[src/rtl/core_sequencer.sv]
// Multi-cycle stage sequencer: walks FETCH/DECODE/EXEC/MEM/WRITE, owns the PC and the retired count,
// skips unneeded stages, waits on data memory and traps halt / memory-timeout into a sticky HALTED state.
module core_sequencer #(
  parameter int PC_W        = 10,
  parameter int CNT_W       = 32,
  parameter int RESET_PC    = 0,
  parameter int MEM_TIMEOUT = 255
) (
  input  logic             clk,
  input  logic             rst,
  input  logic             start,
  input  logic             halt,
  input  logic             mem_op,
  input  logic             wb_en,
  input  logic             branch_taken,
  input  logic [PC_W-1:0]  branch_target,
  input  logic             mem_ready,
  output logic [2:0]       state,
  output logic [PC_W-1:0]  pc,
  output logic             reg_we,
  output logic [CNT_W-1:0] retired,
  output logic             running,
  output logic             halted,
  output logic             fault
);

  typedef enum logic [2:0] {
    S_FETCH  = 3'd0,
    S_DECODE = 3'd1,
    S_EXEC   = 3'd2,
    S_MEM    = 3'd3,
    S_WRITE  = 3'd4,
    S_IDLE   = 3'd5,
    S_HALTED = 3'd6
  } state_t;

  localparam int WAIT_W = (MEM_TIMEOUT > 1) ? $clog2(MEM_TIMEOUT) : 1;
  localparam logic [WAIT_W-1:0] WAIT_MAX = WAIT_W'(MEM_TIMEOUT - 1);

  state_t            state_q, state_d;
  logic [PC_W-1:0]   pc_q, next_pc_q, exec_npc;
  logic [CNT_W-1:0]  retired_q;
  logic [WAIT_W-1:0] wait_q;
  logic              wb_q, fault_q;
  logic              retire, timeout;

  // Branch targets are word-aligned by dropping the low two address bits.
  assign exec_npc = branch_taken ? (branch_target & ~PC_W'(3)) : (pc_q + PC_W'(4));

  always_comb begin
    state_d = state_q;
    retire  = 1'b0;
    timeout = 1'b0;
    case (state_q)
      S_IDLE:   if (start) state_d = S_FETCH;
      S_FETCH:  state_d = S_DECODE;
      S_DECODE: state_d = halt ? S_HALTED : S_EXEC;
      S_EXEC: begin
        if (mem_op)     state_d = S_MEM;
        else if (wb_en) state_d = S_WRITE;
        else begin
          retire  = 1'b1;
          state_d = S_FETCH;
        end
      end
      S_MEM: begin
        if (mem_ready) begin
          if (wb_q) state_d = S_WRITE;
          else begin
            retire  = 1'b1;
            state_d = S_FETCH;
          end
        end else if (wait_q == WAIT_MAX) begin
          timeout = 1'b1;
          state_d = S_HALTED;
        end
      end
      S_WRITE: begin
        retire  = 1'b1;
        state_d = S_FETCH;
      end
      S_HALTED: state_d = S_HALTED;
      default:  state_d = S_IDLE;
    endcase
  end

  always_ff @(posedge clk) begin
    if (rst) begin
      state_q   <= S_IDLE;
      pc_q      <= PC_W'(RESET_PC);
      next_pc_q <= '0;
      retired_q <= '0;
      wait_q    <= '0;
      wb_q      <= 1'b0;
      fault_q   <= 1'b0;
    end else begin
      state_q <= state_d;
      if (state_q == S_EXEC) begin
        next_pc_q <= exec_npc;
        wb_q      <= wb_en;
        wait_q    <= '0;
      end else if (state_q == S_MEM && !mem_ready) begin
        wait_q <= wait_q + WAIT_W'(1);
      end
      // An ALU-only instruction retires straight out of EXEC, before next_pc_q is loaded.
      if (retire) begin
        pc_q      <= (state_q == S_EXEC) ? exec_npc : next_pc_q;
        retired_q <= retired_q + CNT_W'(1);
      end
      if (timeout) fault_q <= 1'b1;
    end
  end

  assign state   = state_q;
  assign pc      = pc_q;
  assign retired = retired_q;
  assign fault   = fault_q;
  assign reg_we  = (state_q == S_WRITE);
  assign halted  = (state_q == S_HALTED);
  assign running = (state < 3'd5);

endmodule

[config.mk]
export PLATFORM = sky130hd
export DESIGN_NAME = core_sequencer
export DESIGN_NICKNAME = d
export VERILOG_FILES = /design/src/rtl/core_sequencer.sv
export SDC_FILE = /design/constraint.sdc
export NUM_CORES = 1
export LEC_CHECK = 0
export ABC_AREA = 1
export CORE_ASPECT_RATIO = 0.6
export CORE_UTILIZATION = 45
export CTS_CLUSTER_SIZE = 30
export DETAILED_ROUTE_END_ITERATION = 10
export PLACE_DENSITY = 0.74
export SLEW_MARGIN = 10
export SYNTH_ARGS = -nofsm -noshare
export SYNTH_HDL_FRONTEND = slang
export SYNTH_SLANG_ARGS = --single-unit
[constraint.sdc]
create_clock -name clk -period 2.1 [get_ports clk]
set_input_delay 0.315 -clock clk [delete_from_list [all_inputs] [get_ports clk]]
set_output_delay 0.315 -clock clk [all_outputs]
set_load 0.02 [all_outputs]
==> flow_metrics.tcl, run 1 <==
set metrics [dict create \
    synth_nets 533 \
    antenna_found_initial 0 \
    io_pins 67 \
    final.setup.tns_ps 0 \
    numCtsBuffers 9 \
    worst_path_max_delay_cell "sky130_fd_sc_hd__clkdlybuf4s50_1" \
    synth_top_family_by_area "simple AND/OR/NAND/NOR gates" \
    placement_rows 23 \
    globalRouteTotalUtil_pct 23.8 \
    initial_utilization_pct 48.3 \
    postCtsSetupRepairBufs 0 \
    overflow 0 \
    timing.hold.worst.class "flip-flop to flip-flop" \
    cts_tree "built" \
    grt_pass1_wl_um 14000 \
    num-nets-final 602 \
    final.setup.worst_slack_ps 103 \
    first_global_vias 2997 \
    share_of_the_synthesized_area_in_compound_gates_ao_oa_aoi_oai_pct 13.1 \
    power_per_cell_area_mw_per_mm2 793 \
    post_synth_num_cell_types 37 \
    final_weighted_congestion_of_routability_driven_global_placement 0.864 \
    post_synth_fa_ha_maj_area_fraction_pct 1.50 \
    report.final.slew_viol_count 0 \
    portBuffers 64 \
    insertedDiodeCount 0 \
    startpoint_type "flip-flop" \
    detail_route.wirelength_um 8690 \
    synth-seq-cells 65 \
    route.vias.total 3549 \
    firstDrtPassIters 5 \
    mux_contribution_to_synthesized_area_pct 0 \
    post_drt_via_cell_ratio 5.19 \
    r2r.worst_path.cells 10 \
    cts.clk_slew.worst_paths_ps 50 \
    end_kind "primary output" \
    post_synth_xor_area_fraction_pct 2.09 \
    core-area_mm2 0.00694 \
    die_width_um 113 \
    vdd.ir_drop.worst_mv 0.446 \
    final_layout_size_suffix_gt1_share_pct 6.85 \
    detail-route-antenna-nets 0 \
    regArea_mm2 0.00130 \
    filler_cells_inserted 649 \
    place.detailed.hpwl_um 6240 \
    achievable-frequency_mhz 501 \
    data_arrival_time_of_the_critical_path_ps 1680 \
    hold_ws_ps 464 \
    mappedNetlistArea_mm2 0.00335 \
    layout.cell_area.non_filler_mm2 0.00440 \
    synth_simple_gate_area_share_pct 34.7 \
    criticalPathCategory "flip-flop to primary output" \
    run_status "completed" \
    placedInstanceArea_mm2 0.00410 \
    yosys_warnings 0 \
    detailedRoute.firstIterationViolations 239 \
    wl_per_cell_um 12.7 \
    clockRootBuffer "sky130_fd_sc_hd__clkbuf_16" \
    leakage_nw 1.69 \
    multi_input_comb_area_mm2 0.00172 \
    worstPathRequired_ps 1780 \
    clock_latency_on_the_worst_skew_pair_ps 340 \
    max_cap_viol_count 0 \
    hold_violations 0 \
    setup-violations-final 0 \
    timing.critical_path.from "state[1]$_SDFFE_PP0P_" \
    post-route-drc-count 0 \
    worst-path-max-fanout 7 \
    sequential_fraction_of_the_synthesis_area_pct 38.9 \
    finClkSkew_ps 6.51 \
    mostFrequentLayoutCells "sky130_fd_sc_hd__nand2_1, sky130_fd_sc_hd__nor2_1, sky130_fd_sc_hd__dfxtp_1, sky130_fd_sc_hd__clkdlybuf4s50_1, sky130_fd_sc_hd__inv_1" \
    cts_buffer_depth 2 \
    h-tree-depth 3 \
    die_h_um 68.8 \
    grt_start_max_net_pins 28 \
    cp_cell_sequence "inv_2, nor2_2, nand2_1, inv_1, clkdlybuf4s50_1" \
    clock_sinks 65 \
    most_frequent_standard_cell_in_the_layout_excluding_fill_and_tap_cells "sky130_fd_sc_hd__nand2_1" \
    dieArea_mm2 0.00780 \
    fin_crit_sh_pct 95.1 \
    flow.area_growth_from_synthesis_pct 31.3 \
    setup_repair_after_global_routing_missed_its_margin "false" \
    worst_pin_slew_ps 426 \
    min_period_ps 2000 \
    hold_path.startpoint "wb_q$_SDFFE_PP0N_" \
    cells_after_synth 511 \
    synthesis.area_per_instance_um2 6.55 \
    place_worst_setup_slack_ps 122 \
    holdPathStages 2 \
    critical_path.reg2reg.startpoint "retired[0]$_SDFFE_PP0P_" \
    cpPeakStageDelay_ps 590 \
    max-slew-margin-rel_pct 71.4 \
]
[cell type report]
cell class	instances	share of cell area, %
clock buffer	12	5.84
clock inverter	3	0.911
multi-input combinational	368	39.2
timing repair buffer	71	16.1
sequential	65	29.6
inverter	65	5.55
tap	100	2.85
[logic make-up (layout without fill, tap and decap cells)]
| kind of cell | count (synthesis) | count (layout) |
|---|---|---|
| xor gates and xnor gates | 8 | 8 |
| adders and majority gates | 4 | 4 |
| buffers and inverters | 78 | 151 |
| and+or+nand+nor | 274 | 274 |
| DFF | 65 | 65 |
| AOI/OAI and AO/OA | 82 | 82 |
[power breakdown]
group	switching [mW]	total, mW	internal [mW]	leakage, nW
Combinational	0.349	0.609	0.259	1.01
Sequential	0.0816	1.38	1.30	0.526
Clock	0.523	1.50	0.972	0.148
[worst max-delay path, delay by kind of cell, from the launching register on]
kind	cells	cell delay [ps]
AND/OR/NAND/NOR	2	240
buffers and inverters	3	710
flip-flops	1	390
[layer usage]
layer  part of all wire (%)  track usage [%]  wire length (um)
met5                      0                0                 0
met4                    1.0             8.06                87
met3                    6.7             7.08               585
met2                     42             35.5              3620
met1                     51             33.0              4400
[per-stage QoR]
step                power (mW)  utilization [%]  std cells
floorplan                 1.78                -        511
global placement          2.00             59.0        669
detailed placement        2.01             59.0        669
CTS                       3.51             63.3        684
global route              3.65             63.4        684
finish                    3.49             63.4        684
[synth_stat cells]
library cell / number / area share [%]
sky130_fd_sc_hd__nand2_1: 124 / 14
sky130_fd_sc_hd__nor2_1: 88 / 9.9
sky130_fd_sc_hd__dfxtp_1: 65 / 39
sky130_fd_sc_hd__inv_1: 59 / 6.6
sky130_fd_sc_hd__a21oi_1: 38 / 5.7
sky130_fd_sc_hd__o21ai_0: 30 / 4.5
sky130_fd_sc_hd__nand3_1: 29 / 4.3
sky130_fd_sc_hd__nand4_1: 10 / 1.9
sky130_fd_sc_hd__nor3_1: 8 / 1.2
sky130_fd_sc_hd__clkbuf_1: 5 / 0.56
sky130_fd_sc_hd__inv_2: 5 / 0.56
sky130_fd_sc_hd__xor2_1: 5 / 1.3
sky130_fd_sc_hd__ha_1: 4 / 1.5
sky130_fd_sc_hd__o21ai_1: 4 / 0.60
sky130_fd_sc_hd__o21bai_1: 4 / 0.90
sky130_fd_sc_hd__buf_2: 3 / 0.45
sky130_fd_sc_hd__buf_6: 3 / 1.0
sky130_fd_sc_hd__nand2_2: 3 / 0.56
sky130_fd_sc_hd__xnor2_1: 3 / 0.79
sky130_fd_sc_hd__buf_4: 2 / 0.45
sky130_fd_sc_hd__nand3_2: 2 / 0.60
sky130_fd_sc_hd__nor2_2: 2 / 0.37
sky130_fd_sc_hd__a211oi_2: 1 / 0.37
sky130_fd_sc_hd__a31oi_1: 1 / 0.19
sky130_fd_sc_hd__and3_1: 1 / 0.19
sky130_fd_sc_hd__clkinv_1: 1 / 0.11
sky130_fd_sc_hd__nand2_4: 1 / 0.34
sky130_fd_sc_hd__nand3b_1: 1 / 0.22
sky130_fd_sc_hd__nor2_4: 1 / 0.34
sky130_fd_sc_hd__nor3_2: 1 / 0.30
sky130_fd_sc_hd__nor4_1: 1 / 0.19
sky130_fd_sc_hd__o2111ai_1: 1 / 0.26
sky130_fd_sc_hd__o211ai_1: 1 / 0.22
sky130_fd_sc_hd__o22ai_1: 1 / 0.19
sky130_fd_sc_hd__o31ai_1: 1 / 0.22
sky130_fd_sc_hd__or2_2: 1 / 0.19
sky130_fd_sc_hd__or3_1: 1 / 0.19
[registers in the layout, summed over array words and instances (netlist names)]
signal and count:
fault 1, next_pc_q 10, retired 32, wait_q 8
pc 10, state 3, wb_q 1
[timing repair]
| item | 4_1_cts | 5_1_grt |
|---|---|---|
| hold buffers | 0 | 0 |
| gates resized for setup | 0 | 2 |
| setup endpoints to repair | 0 | 3 |
[worst paths after layout]
check                                  end  slack, ps
hold reg to reg          wb_q$_SDFFE_PP0N_        460
setup / recovery                    halted        100
setup reg to reg  retired[16]$_SDFFE_PP0P_        270
hold / removal           wb_q$_SDFFE_PP0N_        460
No activity file was read; power rests on OpenSTA's default activity.
==> inputs of run 2 (changes only) <==
CORE_UTILIZATION = 52   (was 45)
PLACE_DENSITY = 0.84   (was 0.74)
==> run 2 against run 1 <==
Effect of this change: sequential share of layout area up 0.94 points; flip-flop and latch count is the same; hold slack improved by 8.5 ps; register-to-register slack got worse by 70 ps; critical path type is now flip-flop to flip-flop.
==> flow_metrics.tcl, run 2 (synthesis results as in run 1) <==
set metrics [dict create \
    wl_per_cell_um 12.9 \
    max-slew-margin-rel_pct 68.7 \
    fin_crit_sh_pct 90.4 \
    startpoint_type "flip-flop" \
    h-tree-depth 3 \
    die_h_um 64.1 \
    most_frequent_standard_cell_in_the_layout_excluding_fill_and_tap_cells "sky130_fd_sc_hd__nand2_1" \
    finClkSkew_ps 10.9 \
    placement_rows 22 \
    flow.area_growth_from_synthesis_pct 27.3 \
    run_status "completed" \
    mostFrequentLayoutCells "sky130_fd_sc_hd__nand2_1, sky130_fd_sc_hd__nor2_1, sky130_fd_sc_hd__dfxtp_1" \
    achievable-frequency_mhz 527 \
    regToRegEndpoint "retired[16]$_SDFFE_PP0P_" \
    insertedDiodeCount 0 \
    placedCellCount 652 \
    filler_cells_inserted 536 \
    multi_input_comb_area_mm2 0.00172 \
    vdd.ir_drop.worst_mv 0.461 \
    final_cell_count_no_fill 668 \
    detail-route-antenna-nets 0 \
    max_cap_viol_count 0 \
    setup_repair_after_global_routing_missed_its_margin "false" \
    postCtsSetupRepairBufs 0 \
    groute.layer.met3.usage_pct 7.35 \
    end_kind "flip-flop" \
    worst_pin_slew_ps 470 \
    holdPathStages 2 \
    utilization_pct 69.1 \
    hold_violations 0 \
    met1_capacity_usage_during_global_routing_pct 34.5 \
    reg2reg_slack_ps 200 \
    antenna_found_initial 0 \
    worst-path-max-fanout 5 \
    firstDrtPassIters 5 \
    min_delay_worst_endpoint "next_pc_q[8]$_SDFF_PP0_" \
    numCtsBuffers 9 \
    initial_utilization_pct 54.3 \
    report.final.slew_viol_count 0 \
    cts_buffer_depth 2 \
    io_pins 67 \
    cts_repair_resize_count 1 \
    timing.hold.worst.class "flip-flop to flip-flop" \
    grt_pass1_wl_um 14400 \
    power_per_cell_area_mw_per_mm2 696 \
    final_layout_size_suffix_gt1_share_pct 6.51 \
    post-route-drc-count 0 \
    worstPathRequired_ps 2350 \
    clock_latency_on_the_worst_skew_pair_ps 350 \
    place.detailed.hpwl_um 6190 \
    final_weighted_congestion_of_routability_driven_global_placement 0.908 \
    grt_use_met2_pct 43.3 \
    final.setup.tns_ps 0 \
    power.total_mw 2.96 \
    data_arrival_time_of_the_critical_path_ps 2150 \
    cts_tree "built" \
    hold_path.startpoint "next_pc_q[8]$_SDFF_PP0_" \
    r2r.worst_path.cells 10 \
    clockRootBuffer "sky130_fd_sc_hd__clkbuf_8" \
    die_width_um 106 \
    hold_ws_ps 473 \
    criticalPathCategory "flip-flop to flip-flop" \
    setup-violations-final 0 \
    overflow 0 \
    route.vias.total 3536 \
    dieArea_mm2 0.00677 \
    cts.clk_slew.worst_paths_ps 70 \
    num-nets-final 601 \
    core-area_mm2 0.00617 \
    largest_register_ff_count 32 \
    detail_route.wirelength_um 8590 \
    post_cts_hold_buffer_count 0 \
    grt_start_max_net_pins 30 \
    min_period_ps 1900 \
    leakage_nw 1.67 \
    globalRouteTotalUtil_pct 26.9 \
    detailedRoute.firstIterationViolations 225 \
    post_drt_via_cell_ratio 5.29 \
    grt_most_used_layer "met2" \
    first_global_vias 3279 \
    clock_sinks 65 \
    critical_path.reg2reg.startpoint "retired[0]$_SDFFE_PP0P_" \
    portBuffers 64 \
    regArea_mm2 0.00130 \
]
-- run 2: cell count changes in the layout (fill, tap and decap cells not counted), sizes merged --
cell	previous run	this run
clkbuf	12	13
clkinv	3	4
bufinv	1	0
clkdlybuf4s50	64	62
dlymetal6s2s	0	2
buf	7	6
-- run 2: critical path, stage by stage, from the launching register on --
cell	delay, ps
sky130_fd_sc_hd__dfxtp_1	430
sky130_fd_sc_hd__ha_1	200
sky130_fd_sc_hd__nand2_1	100
sky130_fd_sc_hd__nor2_1	220
sky130_fd_sc_hd__nand3_1	180
sky130_fd_sc_hd__nor2_1	240
sky130_fd_sc_hd__nand2_4	100
sky130_fd_sc_hd__nor2_1	140
sky130_fd_sc_hd__nand2_1	70
sky130_fd_sc_hd__nand2_1	70
sky130_fd_sc_hd__nor2_1	40
-- run 2: power by group --
| part | switching [mW] | leakage (nW) | internal [mW] |
|---|---|---|---|
| Sequential | 0.0880 | 0.526 | 1.30 |
| Combinational | 0.354 | 1.05 | 0.260 |
| Clock | 0.474 | 0.0932 | 0.488 |
-- run 2: layout make-up --
class                           count  area share, %
Multi-Input combinational cell    368           40.4
Sequential cell                    65           30.6
Timing Repair Buffer               70           16.8
Inverter                           65           5.73
Clock buffer                       13           3.73
Tap cell                           84           2.47
Clock inverter                      3          0.352
-- run 2: stage by stage --
step | worst slack, ps | area [um2]
2_1_floorplan | 422 | 3350
3_3_place_gp | 293 | 4080
3_5_place_dp | 235 | 4080
4_1_cts | 68.9 | 4260
5_1_grt | 34.4 | 4260
6_report | 203 | 4260
-- run 2: metal layers --
metal  part of all wire (%)  up-vias
met2                     45      121
li1                       -     1769
met4                    1.7        0
met1                     47     1629
met5                      0        -
met3                    6.8       17
-- run 2: how the worst max path moves through the flow --
| stage | slack (ps) | start | to | cells after the start |
|---|---|---|---|---|
| 6_report | 200 | retired[0]$_SDFFE_PP0P_ | retired[16]$_SDFFE_PP0P_ | 10 |
| 5_1_grt | 30 | retired[0]$_SDFFE_PP0P_ | retired[16]$_SDFFE_PP0P_ | 10 |
| 4_1_cts | 70 | state[1]$_SDFFE_PP0P_ | halted | 5 |
| 3_5_place_dp | 230 | mem_ready | retired[16]$_SDFFE_PP0P_ | 11 |
| 3_3_place_gp | 290 | mem_ready | retired[16]$_SDFFE_PP0P_ | 11 |
| 2_1_floorplan | 420 | retired[0]$_SDFFE_PP0P_ | retired[16]$_SDFFE_PP0P_ | 10 |
==> inputs of run 3 (changes only) <==
--- a/config.mk
+++ b/config.mk
@@ -12,2 +12,3 @@
 export DETAILED_ROUTE_END_ITERATION = 10
+export GPL_ROUTABILITY_DRIVEN = 0
 export PLACE_DENSITY = 0.84
==> constraint.sdc (replaced) <==
create_clock -name clk -period 2.1 [get_ports clk]
set_input_delay 0.525 -clock clk [delete_from_list [all_inputs] [get_ports clk]]
set_output_delay 0.525 -clock clk [all_outputs]
set_load 0.02 [all_outputs]
==> run 3 against run 2 <==
Effect of this change: register-to-register slack improved by 20 ps; sequential share of layout area rose by 0.056 points; maximum frequency fell by 6.1%; hold slack worse by 1.6 ps; combinational power down 1%; global-route usage increased by 0.34 points; critical endpoint is now running; highest routed layer unchanged.
==> flow_metrics.tcl, run 3 (synthesis results as in run 1) <==
set metrics [dict create \
    run_status "completed" \
    mostFrequentLayoutCells "sky130_fd_sc_hd__nand2_1, sky130_fd_sc_hd__nor2_1, sky130_fd_sc_hd__dfxtp_1" \
    detail_route.wirelength_um 8470 \
    insertedDiodeCount 0 \
    timing.hold.worst.class "flip-flop to flip-flop" \
    power_per_cell_area_mw_per_mm2 699 \
    cts.clk_slew.worst_paths_ps 70 \
    final_layout_size_suffix_gt1_share_pct 6.85 \
    achievable-frequency_mhz 495 \
    die_h_um 64.1 \
    antenna_found_initial 0 \
    max_cap_viol_count 0 \
    clockRootBuffer "sky130_fd_sc_hd__clkbuf_8" \
    cts_repair_resize_count 3 \
    num-nets-final 602 \
    vdd.ir_drop.worst_mv 0.400 \
    portBuffers 64 \
    layout.cell_area.non_filler_mm2 0.00426 \
    data_arrival_time_of_the_critical_path_ps 1500 \
    flow.area_growth_from_synthesis_pct 27.2 \
    largest_register_ff_count 32 \
    report.final.slew_viol_count 0 \
    filler_cells_inserted 558 \
    place.detailed.hpwl_um 6120 \
    max-slew-margin-rel_pct 69.6 \
    cts_buffer_depth 2 \
    core-area_mm2 0.00617 \
    grt_start_max_net_pins 34 \
    route.vias.total 3455 \
    worstPathBufferInverterCount 1 \
    worst-path-max-fanout 6 \
    setup_repair_after_global_routing_missed_its_margin "false" \
    clock_latency_on_the_worst_skew_pair_ps 340 \
    cp_cell_sequence "o21ai_0, clkdlybuf4s50_1" \
    clock_sinks 65 \
    post-route-drc-count 0 \
    cts_tree "built" \
    finClkSkew_ps 10.8 \
    overflow 0 \
    dieArea_mm2 0.00677 \
    placedInstanceArea_mm2 0.00408 \
    grt_pass1_wl_um 14600 \
    placement_rows 22 \
    numCtsBuffers 9 \
    worstPathRequired_ps 1570 \
    postCtsSetupRepairBufs 0 \
    worst_pin_slew_ps 452 \
    globalRouteTotalUtil_pct 27.3 \
    fin_crit_sh_pct 96.2 \
    cpLargestDelayFamily "buffers and inverters" \
    firstDrtPassIters 5 \
    h-tree-depth 3 \
    initial_utilization_pct 54.3 \
    hold_ws_ps 471 \
    end_kind "primary output" \
    place_worst_setup_slack_ps 36.0 \
    final.setup.tns_ps 0 \
    most_frequent_standard_cell_in_the_layout_excluding_fill_and_tap_cells "sky130_fd_sc_hd__nand2_1" \
    cpPeakStageDelay_ps 620 \
    hold_violations 0 \
    setup-violations-final 0 \
    post_drt_via_cell_ratio 5.17 \
    first_global_vias 3238 \
    die_width_um 106 \
    detailedRoute.firstIterationViolations 202 \
    criticalPathCategory "flip-flop to primary output" \
    wl_per_cell_um 12.7 \
    min_period_ps 2020 \
    detail-route-antenna-nets 0 \
    worst_path_max_delay_cell "sky130_fd_sc_hd__clkdlybuf4s50_1" \
    final.setup.worst_slack_ps 79.9 \
    post_cts_hold_buffer_count 0 \
    io_pins 67 \
    leakage_nw 1.64 \
    startpoint_type "flip-flop" \
]
-- run 3: changes by cell type in the layout (fill, tap and decap cells not counted), moves of 2 or more --
| cell | previous run | this run |
|---|---|---|
| sky130_fd_sc_hd__dlymetal6s2s_1 | 2 | 0 |
| sky130_fd_sc_hd__dlygate4sd2_1 | 0 | 2 |
| sky130_fd_sc_hd__clkinv_2 | 3 | 1 |
| sky130_fd_sc_hd__buf_4 | 4 | 6 |
-- run 3: final cells by class --
class | instances | area, um2 | area share (%)
Inverter | 65 | 244 | 5.73
Tap cell | 84 | 105 | 2.47
Sequential cell | 65 | 1300 | 30.6
Clock inverter | 2 | 12.5 | 0.294
Timing Repair Buffer | 71 | 703 | 16.5
Multi-Input combinational cell | 368 | 1720 | 40.4
Clock buffer | 13 | 169 | 3.97
-- run 3: power by group --
part | switching (mW) | leakage, nW | internal, mW
clock network | 0.464 | 0.0915 | 0.517
registers | 0.0865 | 0.526 | 1.30
logic | 0.351 | 1.02 | 0.257
total | 0.902 | 1.64 | 2.07
-- run 3: final timing paths --
kind	startpoint	to	slack (ps)	cells after the start
worst max-delay path	state[0]$_SDFFE_PP1P_	running	80	2
worst min-delay path	wb_q$_SDFFE_PP0N_	wb_q$_SDFFE_PP0N_	470	2
worst max register to register	retired[0]$_SDFFE_PP0P_	retired[30]$_SDFFE_PP0P_	220	9
worst min register to register	wb_q$_SDFFE_PP0N_	wb_q$_SDFFE_PP0N_	470	2
-- run 3: per-stage QoR --
stage	std cells	utilization (%)	power, mW
final	668	69.0	2.98
after global routing	668	69.0	3.14
after CTS	668	69.0	2.99
after detailed placement	653	66.1	2.02
after global placement	653	66.1	2.00
after floorplan	511	-	1.78
-- run 3: routing by layer --
metal / vias up / GRT usage [%] / wire length [um]
li1: 1770 / - / -
met1: 1583 / 35.8 / 4070
met2: 97 / 44.1 / 3850
met3: 5 / 7.96 / 487
met4: 0 / 7.12 / 59
met5: - / 0 / 0
-- run 3: worst register-to-register path, stage by stage, from the launching register on --
cell                      delay [ps]
sky130_fd_sc_hd__dfxtp_1         430
sky130_fd_sc_hd__ha_1            200
sky130_fd_sc_hd__nand2_1          90
sky130_fd_sc_hd__nor2_1          210
sky130_fd_sc_hd__nand3_1         180
sky130_fd_sc_hd__nor2_1          300
sky130_fd_sc_hd__nand4_1         180
sky130_fd_sc_hd__nand2_1          90
sky130_fd_sc_hd__nand2_1          50
sky130_fd_sc_hd__nor2_1           90
